--- config.mk ---
export PLATFORM = sky130hd
export DESIGN_NAME = obf_key_loader_flat
export DESIGN_NICKNAME = d
export VERILOG_FILES = /design/src/rtl/obf_key_loader_pkg.sv /design/src/rtl/obf_key_loader_if.sv /design/src/rtl/obf_key_shift_reg.sv /design/src/rtl/obf_key_loader.sv /design/src/flat_wrapper.sv
export SDC_FILE = /design/constraint.sdc
export NUM_CORES = 1
export LEC_CHECK = 0
export CORE_ASPECT_RATIO = 1.1
export CORE_MARGIN = 2
export CORE_UTILIZATION = 32
export CTS_CLUSTER_DIAMETER = 120
export DETAILED_ROUTE_END_ITERATION = 10
export SYNTH_ARGS = -nofsm -noshare
export SYNTH_HDL_FRONTEND = slang
export SYNTH_SLANG_ARGS = --single-unit
--- constraint.sdc ---
create_clock -name clk -period 1.7 [get_ports clk]
set_input_delay 0.34 -clock clk [delete_from_list [all_inputs] [get_ports clk]]
set_output_delay 0.34 -clock clk [all_outputs]
set_load 0.02 [all_outputs]
--- src/rtl/obf_key_loader_pkg.sv ---
// Shared types and helpers for the key loader that feeds the camouflaged core's
// s_* key inputs.
package obf_key_pkg;

  typedef enum logic [2:0] {
    IDLE    = 3'd0,
    SHIFT   = 3'd1,
    CHECK   = 3'd2,
    ARMED   = 3'd3,
    LOCKOUT = 3'd4
  } state_t;

  localparam int DEF_KEY_W    = 2;
  localparam int DEF_MAX_FAIL = 3;
  localparam int DEF_FAIL_W   = 2;

  // XOR-reduce the low n bits of a frame; 0 means even parity holds.
  function automatic logic frame_parity(input logic [31:0] frame, input int unsigned n);
    logic p;
    p = 1'b0;
    for (int i = 0; i < 32; i++) begin
      if (i < int'(n)) begin
        p = p ^ frame[i];
      end else begin
        p = p;
      end
    end
    return p;
  endfunction

endpackage

--- src/rtl/obf_key_loader_if.sv ---
// Serial key handshake plus parallel key bus between a key source and the loader.
interface obf_key_if #(
  parameter int KEY_W = obf_key_pkg::DEF_KEY_W
);
  logic             load_start;
  logic             key_bit_valid;
  logic             key_bit;
  logic             key_bit_ready;
  logic [KEY_W-1:0] key_out;
  logic             key_valid;
  logic             err;
  logic             lockout;
  logic             busy;

  modport master (
    output load_start, key_bit_valid, key_bit,
    input  key_bit_ready, key_out, key_valid, err, lockout, busy
  );

  modport slave (
    input  load_start, key_bit_valid, key_bit,
    output key_bit_ready, key_out, key_valid, err, lockout, busy
  );
endinterface

--- src/rtl/obf_key_shift_reg.sv ---
// Shadow register for one serial key frame (key bits then parity), with an
// index counter and a done strobe on the edge that captures the parity bit.
module obf_key_shift_reg #(
  parameter int KEY_W = 2
) (
  input  logic           clk,
  input  logic           rst,
  input  logic           clr,
  input  logic           cap,
  input  logic           bit_in,
  output logic [KEY_W:0] frame_s,
  output logic           done_s
);

  localparam int FRAME_W = KEY_W + 1;
  localparam int CNT_W   = (FRAME_W > 1) ? $clog2(FRAME_W) : 1;

  logic [CNT_W-1:0]   cnt_r;
  logic [FRAME_W-1:0] frame_r;

  assign frame_s = frame_r;
  assign done_s  = cap && (cnt_r == CNT_W'(KEY_W));

  // Indexed capture of accepted bits; clear restarts the frame at bit 0.
  always_ff @(posedge clk or posedge rst) begin
    if (rst) begin
      cnt_r   <= '0;
      frame_r <= '0;
    end else if (clr) begin
      cnt_r   <= '0;
      frame_r <= '0;
    end else if (cap) begin
      frame_r[cnt_r] <= bit_in;
      cnt_r          <= cnt_r + CNT_W'(1);
    end else begin
      cnt_r   <= cnt_r;
      frame_r <= frame_r;
    end
  end

endmodule

--- src/rtl/obf_key_loader.sv ---
// Key loader: serial frame intake, parity check, guarded key presentation to the
// obfuscated core and a sticky lockout after repeated parity failures.
module obf_key_loader
  import obf_key_pkg::*;
#(
  parameter int KEY_W    = DEF_KEY_W,
  parameter int MAX_FAIL = DEF_MAX_FAIL,
  parameter int FAIL_W   = DEF_FAIL_W
) (
  input  logic      clk,
  input  logic      rst,
  obf_key_if.slave  bus
);

  localparam int FRAME_W = KEY_W + 1;

  state_t              state_r, state_s;
  logic [FAIL_W-1:0]   fail_cnt_r, fail_cnt_s, fail_inc_s;
  logic [KEY_W-1:0]    key_out_r, key_out_s;
  logic                key_valid_r, key_valid_s;
  logic                err_r, err_s;
  logic                ready_r, ready_s;
  logic                busy_r, busy_s;
  logic                lockout_r, lockout_s;
  logic                clr_s, cap_s, done_s, parity_ok_s;
  logic [KEY_W:0]      frame_s;

  assign cap_s       = bus.key_bit_valid && ready_r && (state_r == SHIFT);
  assign parity_ok_s = ~frame_parity(32'(frame_s), FRAME_W);

  obf_key_shift_reg #(.KEY_W(KEY_W)) u_shift (
    .clk     (clk),
    .rst     (rst),
    .clr     (clr_s),
    .cap     (cap_s),
    .bit_in  (bus.key_bit),
    .frame_s (frame_s),
    .done_s  (done_s)
  );

  // Next-state, fail accounting and next values of every registered output.
  always_comb begin
    state_s     = state_r;
    fail_cnt_s  = fail_cnt_r;
    fail_inc_s  = fail_cnt_r + FAIL_W'(1);
    key_out_s   = key_out_r;
    key_valid_s = key_valid_r;
    err_s       = 1'b0;
    clr_s       = 1'b0;
    case (state_r)
      IDLE: begin
        key_out_s   = '0;
        key_valid_s = 1'b0;
        if (bus.load_start) begin
          state_s = SHIFT;
          clr_s   = 1'b1;
        end else begin
          state_s = IDLE;
        end
      end
      SHIFT: begin
        if (done_s) begin
          state_s = CHECK;
        end else begin
          state_s = SHIFT;
        end
      end
      CHECK: begin
        if (parity_ok_s) begin
          state_s     = ARMED;
          key_out_s   = frame_s[KEY_W-1:0];
          key_valid_s = 1'b1;
          fail_cnt_s  = '0;
        end else begin
          err_s      = 1'b1;
          fail_cnt_s = fail_inc_s;
          if (fail_inc_s == FAIL_W'(MAX_FAIL)) begin
            state_s = LOCKOUT;
          end else begin
            state_s = IDLE;
          end
        end
      end
      ARMED: begin
        // Drop the key on the reload edge so the core never runs a stale key.
        if (bus.load_start) begin
          state_s     = SHIFT;
          clr_s       = 1'b1;
          key_out_s   = '0;
          key_valid_s = 1'b0;
        end else begin
          state_s = ARMED;
        end
      end
      LOCKOUT: begin
        state_s     = LOCKOUT;
        key_out_s   = '0;
        key_valid_s = 1'b0;
      end
      default: begin
        state_s     = IDLE;
        key_out_s   = '0;
        key_valid_s = 1'b0;
      end
    endcase
    ready_s   = (state_r == SHIFT) && !done_s;
    busy_s    = (state_s == SHIFT) || (state_s == CHECK);
    lockout_s = (state_s == LOCKOUT);
  end

  // State, fail counter and output registers.
  always_ff @(posedge clk or posedge rst) begin
    if (rst) begin
      state_r     <= IDLE;
      fail_cnt_r  <= '0;
      key_out_r   <= '0;
      key_valid_r <= 1'b0;
      err_r       <= 1'b0;
      ready_r     <= 1'b0;
      busy_r      <= 1'b0;
      lockout_r   <= 1'b0;
    end else begin
      state_r     <= state_s;
      fail_cnt_r  <= fail_cnt_s;
      key_out_r   <= key_out_s;
      key_valid_r <= key_valid_s;
      err_r       <= err_s;
      ready_r     <= ready_s;
      busy_r      <= busy_s;
      lockout_r   <= lockout_s;
    end
  end

  assign bus.key_out       = key_out_r;
  assign bus.key_valid     = key_valid_r;
  assign bus.err           = err_r;
  assign bus.key_bit_ready = ready_r;
  assign bus.busy          = busy_r;
  assign bus.lockout       = lockout_r;

endmodule

--- src/flat_wrapper.sv ---
// flat-port wrapper written by rule: the top's interface ports become plain ports
module obf_key_loader_flat import obf_key_pkg::*;
#(
  parameter int KEY_W    = DEF_KEY_W,
  parameter int MAX_FAIL = DEF_MAX_FAIL,
  parameter int FAIL_W   = DEF_FAIL_W
)
  (clk, rst, bus_load_start, bus_key_bit_valid, bus_key_bit, bus_key_bit_ready, bus_key_out, bus_key_valid, bus_err, bus_lockout, bus_busy);
  obf_key_if #(.KEY_W(KEY_W)) bus_i ();
  input  logic clk;
  input  logic rst;
  input wire logic [$bits(bus_i.load_start)-1:0] bus_load_start;
  input wire logic [$bits(bus_i.key_bit_valid)-1:0] bus_key_bit_valid;
  input wire logic [$bits(bus_i.key_bit)-1:0] bus_key_bit;
  output wire logic [$bits(bus_i.key_bit_ready)-1:0] bus_key_bit_ready;
  output wire logic [$bits(bus_i.key_out)-1:0] bus_key_out;
  output wire logic [$bits(bus_i.key_valid)-1:0] bus_key_valid;
  output wire logic [$bits(bus_i.err)-1:0] bus_err;
  output wire logic [$bits(bus_i.lockout)-1:0] bus_lockout;
  output wire logic [$bits(bus_i.busy)-1:0] bus_busy;
  assign bus_i.load_start = bus_load_start;
  assign bus_i.key_bit_valid = bus_key_bit_valid;
  assign bus_i.key_bit = bus_key_bit;
  assign bus_key_bit_ready = bus_i.key_bit_ready;
  assign bus_key_out = bus_i.key_out;
  assign bus_key_valid = bus_i.key_valid;
  assign bus_err = bus_i.err;
  assign bus_lockout = bus_i.lockout;
  assign bus_busy = bus_i.busy;
  obf_key_loader #(.KEY_W(KEY_W), .MAX_FAIL(MAX_FAIL), .FAIL_W(FAIL_W)) u_core (.clk(clk), .rst(rst), .bus(bus_i));
endmodule
==> flow_summary.json <==
{
  "path_max_fanout": 2,
  "clock_skew_ns": 0.00156,
  "critical_path.startpoint": "u_core.bus.key_out[1]",
  "final_cell_count_no_fill": 129,
  "critPathCaptureType": "primary output",
  "rows": 20,
  "initial_core_util_pct": 32.8,
  "layout-drive-gt1-share_pct": 9.38,
  "status": "finished, final reports clean",
  "numCtsBuffers": 3,
  "hold_violations": 0,
  "whs_ns": 0.358,
  "dp_hpwl_um": 1170,
  "fin_nets": 106,
  "period_minus_slack_ns": 1.60,
  "core_area_um2": 2700,
  "antenna_found_initial": 0,
  "dieArea_um2": 3210,
  "vias_per_cell": 4.98,
  "ioPinCount": 12,
  "arrival_ns": 1.26,
  "dr.pass1.iters": 5,
  "ys.flop_type": "dfrtp_1",
  "cp-start-kind": "register",
  "crit_type": "register to primary output",
  "cts_tree": "done",
  "utilization_pct": 38.8,
  "slowest_delay_ns": 0.61,
  "grt_pass1_vias": 650,
  "grt_pass1_wl_um": 2820,
  "clk_latency_ns": 0.28,
  "post_cts_resized": 1,
  "syn_area_um2": 887,
  "intPower_uw": 947,
  "cts.path.max_buffers": 2,
  "hold_buffers": 0,
  "root_buffer": "clkbuf_4",
  "path_clk_slew_ns": 0.10,
  "wirelength_um": 1540,
  "power_density_nw_per_um2": 1460,
  "place_inst": 125,
  "worstMarginPinSlew_ns": 0.541,
  "ys_ff_latch": 17,
  "clock.fmax_ghz": 0.626,
  "area_growth_pct": 18.2,
  "crit_required_ns": 1.36,
  "clock_power_share_pct": 13.9,
  "fp.dieW_um": 54.2,
  "slew_violations": 0,
  "ys_async_sr_fraction_pct": 100,
  "path_buf_inv": 1,
  "synth.avg_cell_area_um2": 10.7,
  "r2r_start": "u_core.state_r[0]",
  "rsz0062_at_grt": "false",
  "drt-initial-drc-count": 8,
  "h-tree-depth": 1,
  "fin_ws_ns": 0.102,
  "path_delay_family": "buffers and inverters",
  "wl_per_cell_um": 12.0,
  "cts_sinks": 17,
  "synth_cells": 83,
  "die_h_um": 59.2,
  "gp_congestion": 0.741,
  "grt_max_degree": 18,
  "p_switching_uw": 582,
  "remaining_drc_errors": 0,
  "netlist-cell-type-count": 28,
  "switching_share_pct": 38.0,
  "cts_setup_buffers": 0,
  "hold_class": "primary input to async pin",
  "synth_edf_count": 0,
  "vias": 642,
  "grt_util_all_layers_pct": 12.1,
  "slew_headroom_pct": 63.9,
  "drv_cap": 0,
  "p_leak_uw": 0.000474,
  "pwr-share-comb_pct": 44.1,
  "cp_cell_sequence": "clkdlybuf4s50_1",
  "post-place-ws_ns": 0.0982,
  "ir_drop_mv": 0.606,
  "overflow": 0,
  "finalSetupTns_ns": 0,
  "seq_power_share_pct": 42.0,
  "min_period_over_period_pct": 94.0,
  "syn_nets": 92,
  "seq_area_frac_synth_pct": 48.0,
  "port_buffers": 11,
  "final-setup-viol-count": 0,
  "postRouteAntennaNets": 0,
  "antennaDiodeCount": 0,
  "yosys_warnings": 0,
  "cpMaxStageDelayCell": "clkdlybuf4s50_1"
}
[synthesized netlist by cell type, types with 2 or more instances]
| cell | n | area, um^2 |
|---|---|---|
| a21oi_1 | 7 | 35.0 |
| nand4_1 | 3 | 18.8 |
| nand2_1 | 6 | 22.5 |
| dfrtp_1 | 17 | 425 |
| a22o_1 | 4 | 35.0 |
| buf_6 | 2 | 22.5 |
| nor2_1 | 2 | 7.51 |
| nand3_1 | 5 | 25.0 |
| o21ai_0 | 9 | 45.0 |
| ha_1 | 4 | 50.1 |
| nor3b_1 | 3 | 22.5 |
| inv_1 | 5 | 18.8 |
[through the flow]
step	total power (uW)	area (um^2)
6_report	1530	1050
5_1_grt	1680	1050
4_1_cts	1550	1050
3_5_place_dp	1340	1020
3_3_place_gp	1320	1020
2_1_floorplan	1160	887
[flip-flops by register name, indices dropped and copies added (netlist names)]
register / cells
u_core.bus.busy: 1
u_core.bus.err: 1
u_core.bus.key_bit_ready: 1
u_core.bus.key_out: 2
u_core.bus.key_valid: 1
u_core.bus.lockout: 1
u_core.fail_cnt_r: 2
u_core.state_r: 3
u_core.u_shift.cnt_r: 2
u_core.u_shift.frame_s: 3
[final timing paths]
kind	end	slack, ns	depth (start not counted)
max	bus_key_out[1]	0.10	1
min	u_core.bus.key_out[1]	0.36	3
max reg2reg	u_core.u_shift.cnt_r[0]	0.27	3
min reg2reg	u_core.bus.key_valid	0.49	1
max in group asynchronous	u_core.state_r[1]	1.16	3
min in group clk	u_core.bus.key_valid	0.49	1
[logic make-up (layout without fill, tap and decap cells)]
group	count (synthesis)	in the layout	share of synthesized area (%)
AO/OA/AOI/OAI	24	24	16.9
XOR/XNOR	3	3	6.21
adder cells (fa/ha/maj)	4	4	5.64
buffers and inverters	9	22	5.64
flip-flops	17	17	48.0
multiplexers	1	1	1.27
AND/OR/NAND/NOR	25	25	16.4
[metal layers]
layer  wire [um]  GRT usage, %  vias to the layer above
li1            -             -                      325
met1         722          16.1                      306
met2         760          18.9                        9
met3          50          2.27                        2
met4          10          5.36                        0
met5           0             0                        -
[placed cells by master (no fill, tap or decap), drive strengths merged, types with 4 or more instances in the layout]
cell type      instances
dfrtp                 17
clkdlybuf4s50         10
o21ai                  9
a21oi                  7
nand2                  6
nand3                  5
inv                    5
a22o                   4
ha                     4
[final cells by class]
class	count	area [um^2]
Clock inverter	1	5.00
Timing Repair Buffer	13	124
Sequential cell	17	425
Fill cell	285	1650
Tap cell	33	41.3
Inverter	5	18.8
Clock buffer	3	22.5
Multi-Input combinational cell	57	412
[power by group through the flow]
stage | clock (uW) | combinational [uW] | sequential (uW)
after CTS | 222 | 683 | 643
after global placement | 0 | 673 | 647
after detailed placement | 0 | 685 | 651
after floorplan | 0 | 517 | 646
final | 213 | 674 | 642
after global routing | 242 | 769 | 667
[worst reg2reg max path: stages (launching register included)]
cell,delay (ns)
dfrtp_1,0.52
nor3b_1,0.51
nand3_1,0.15
a21oi_1,0.18
No activity file was read; power rests on OpenSTA's default activity.
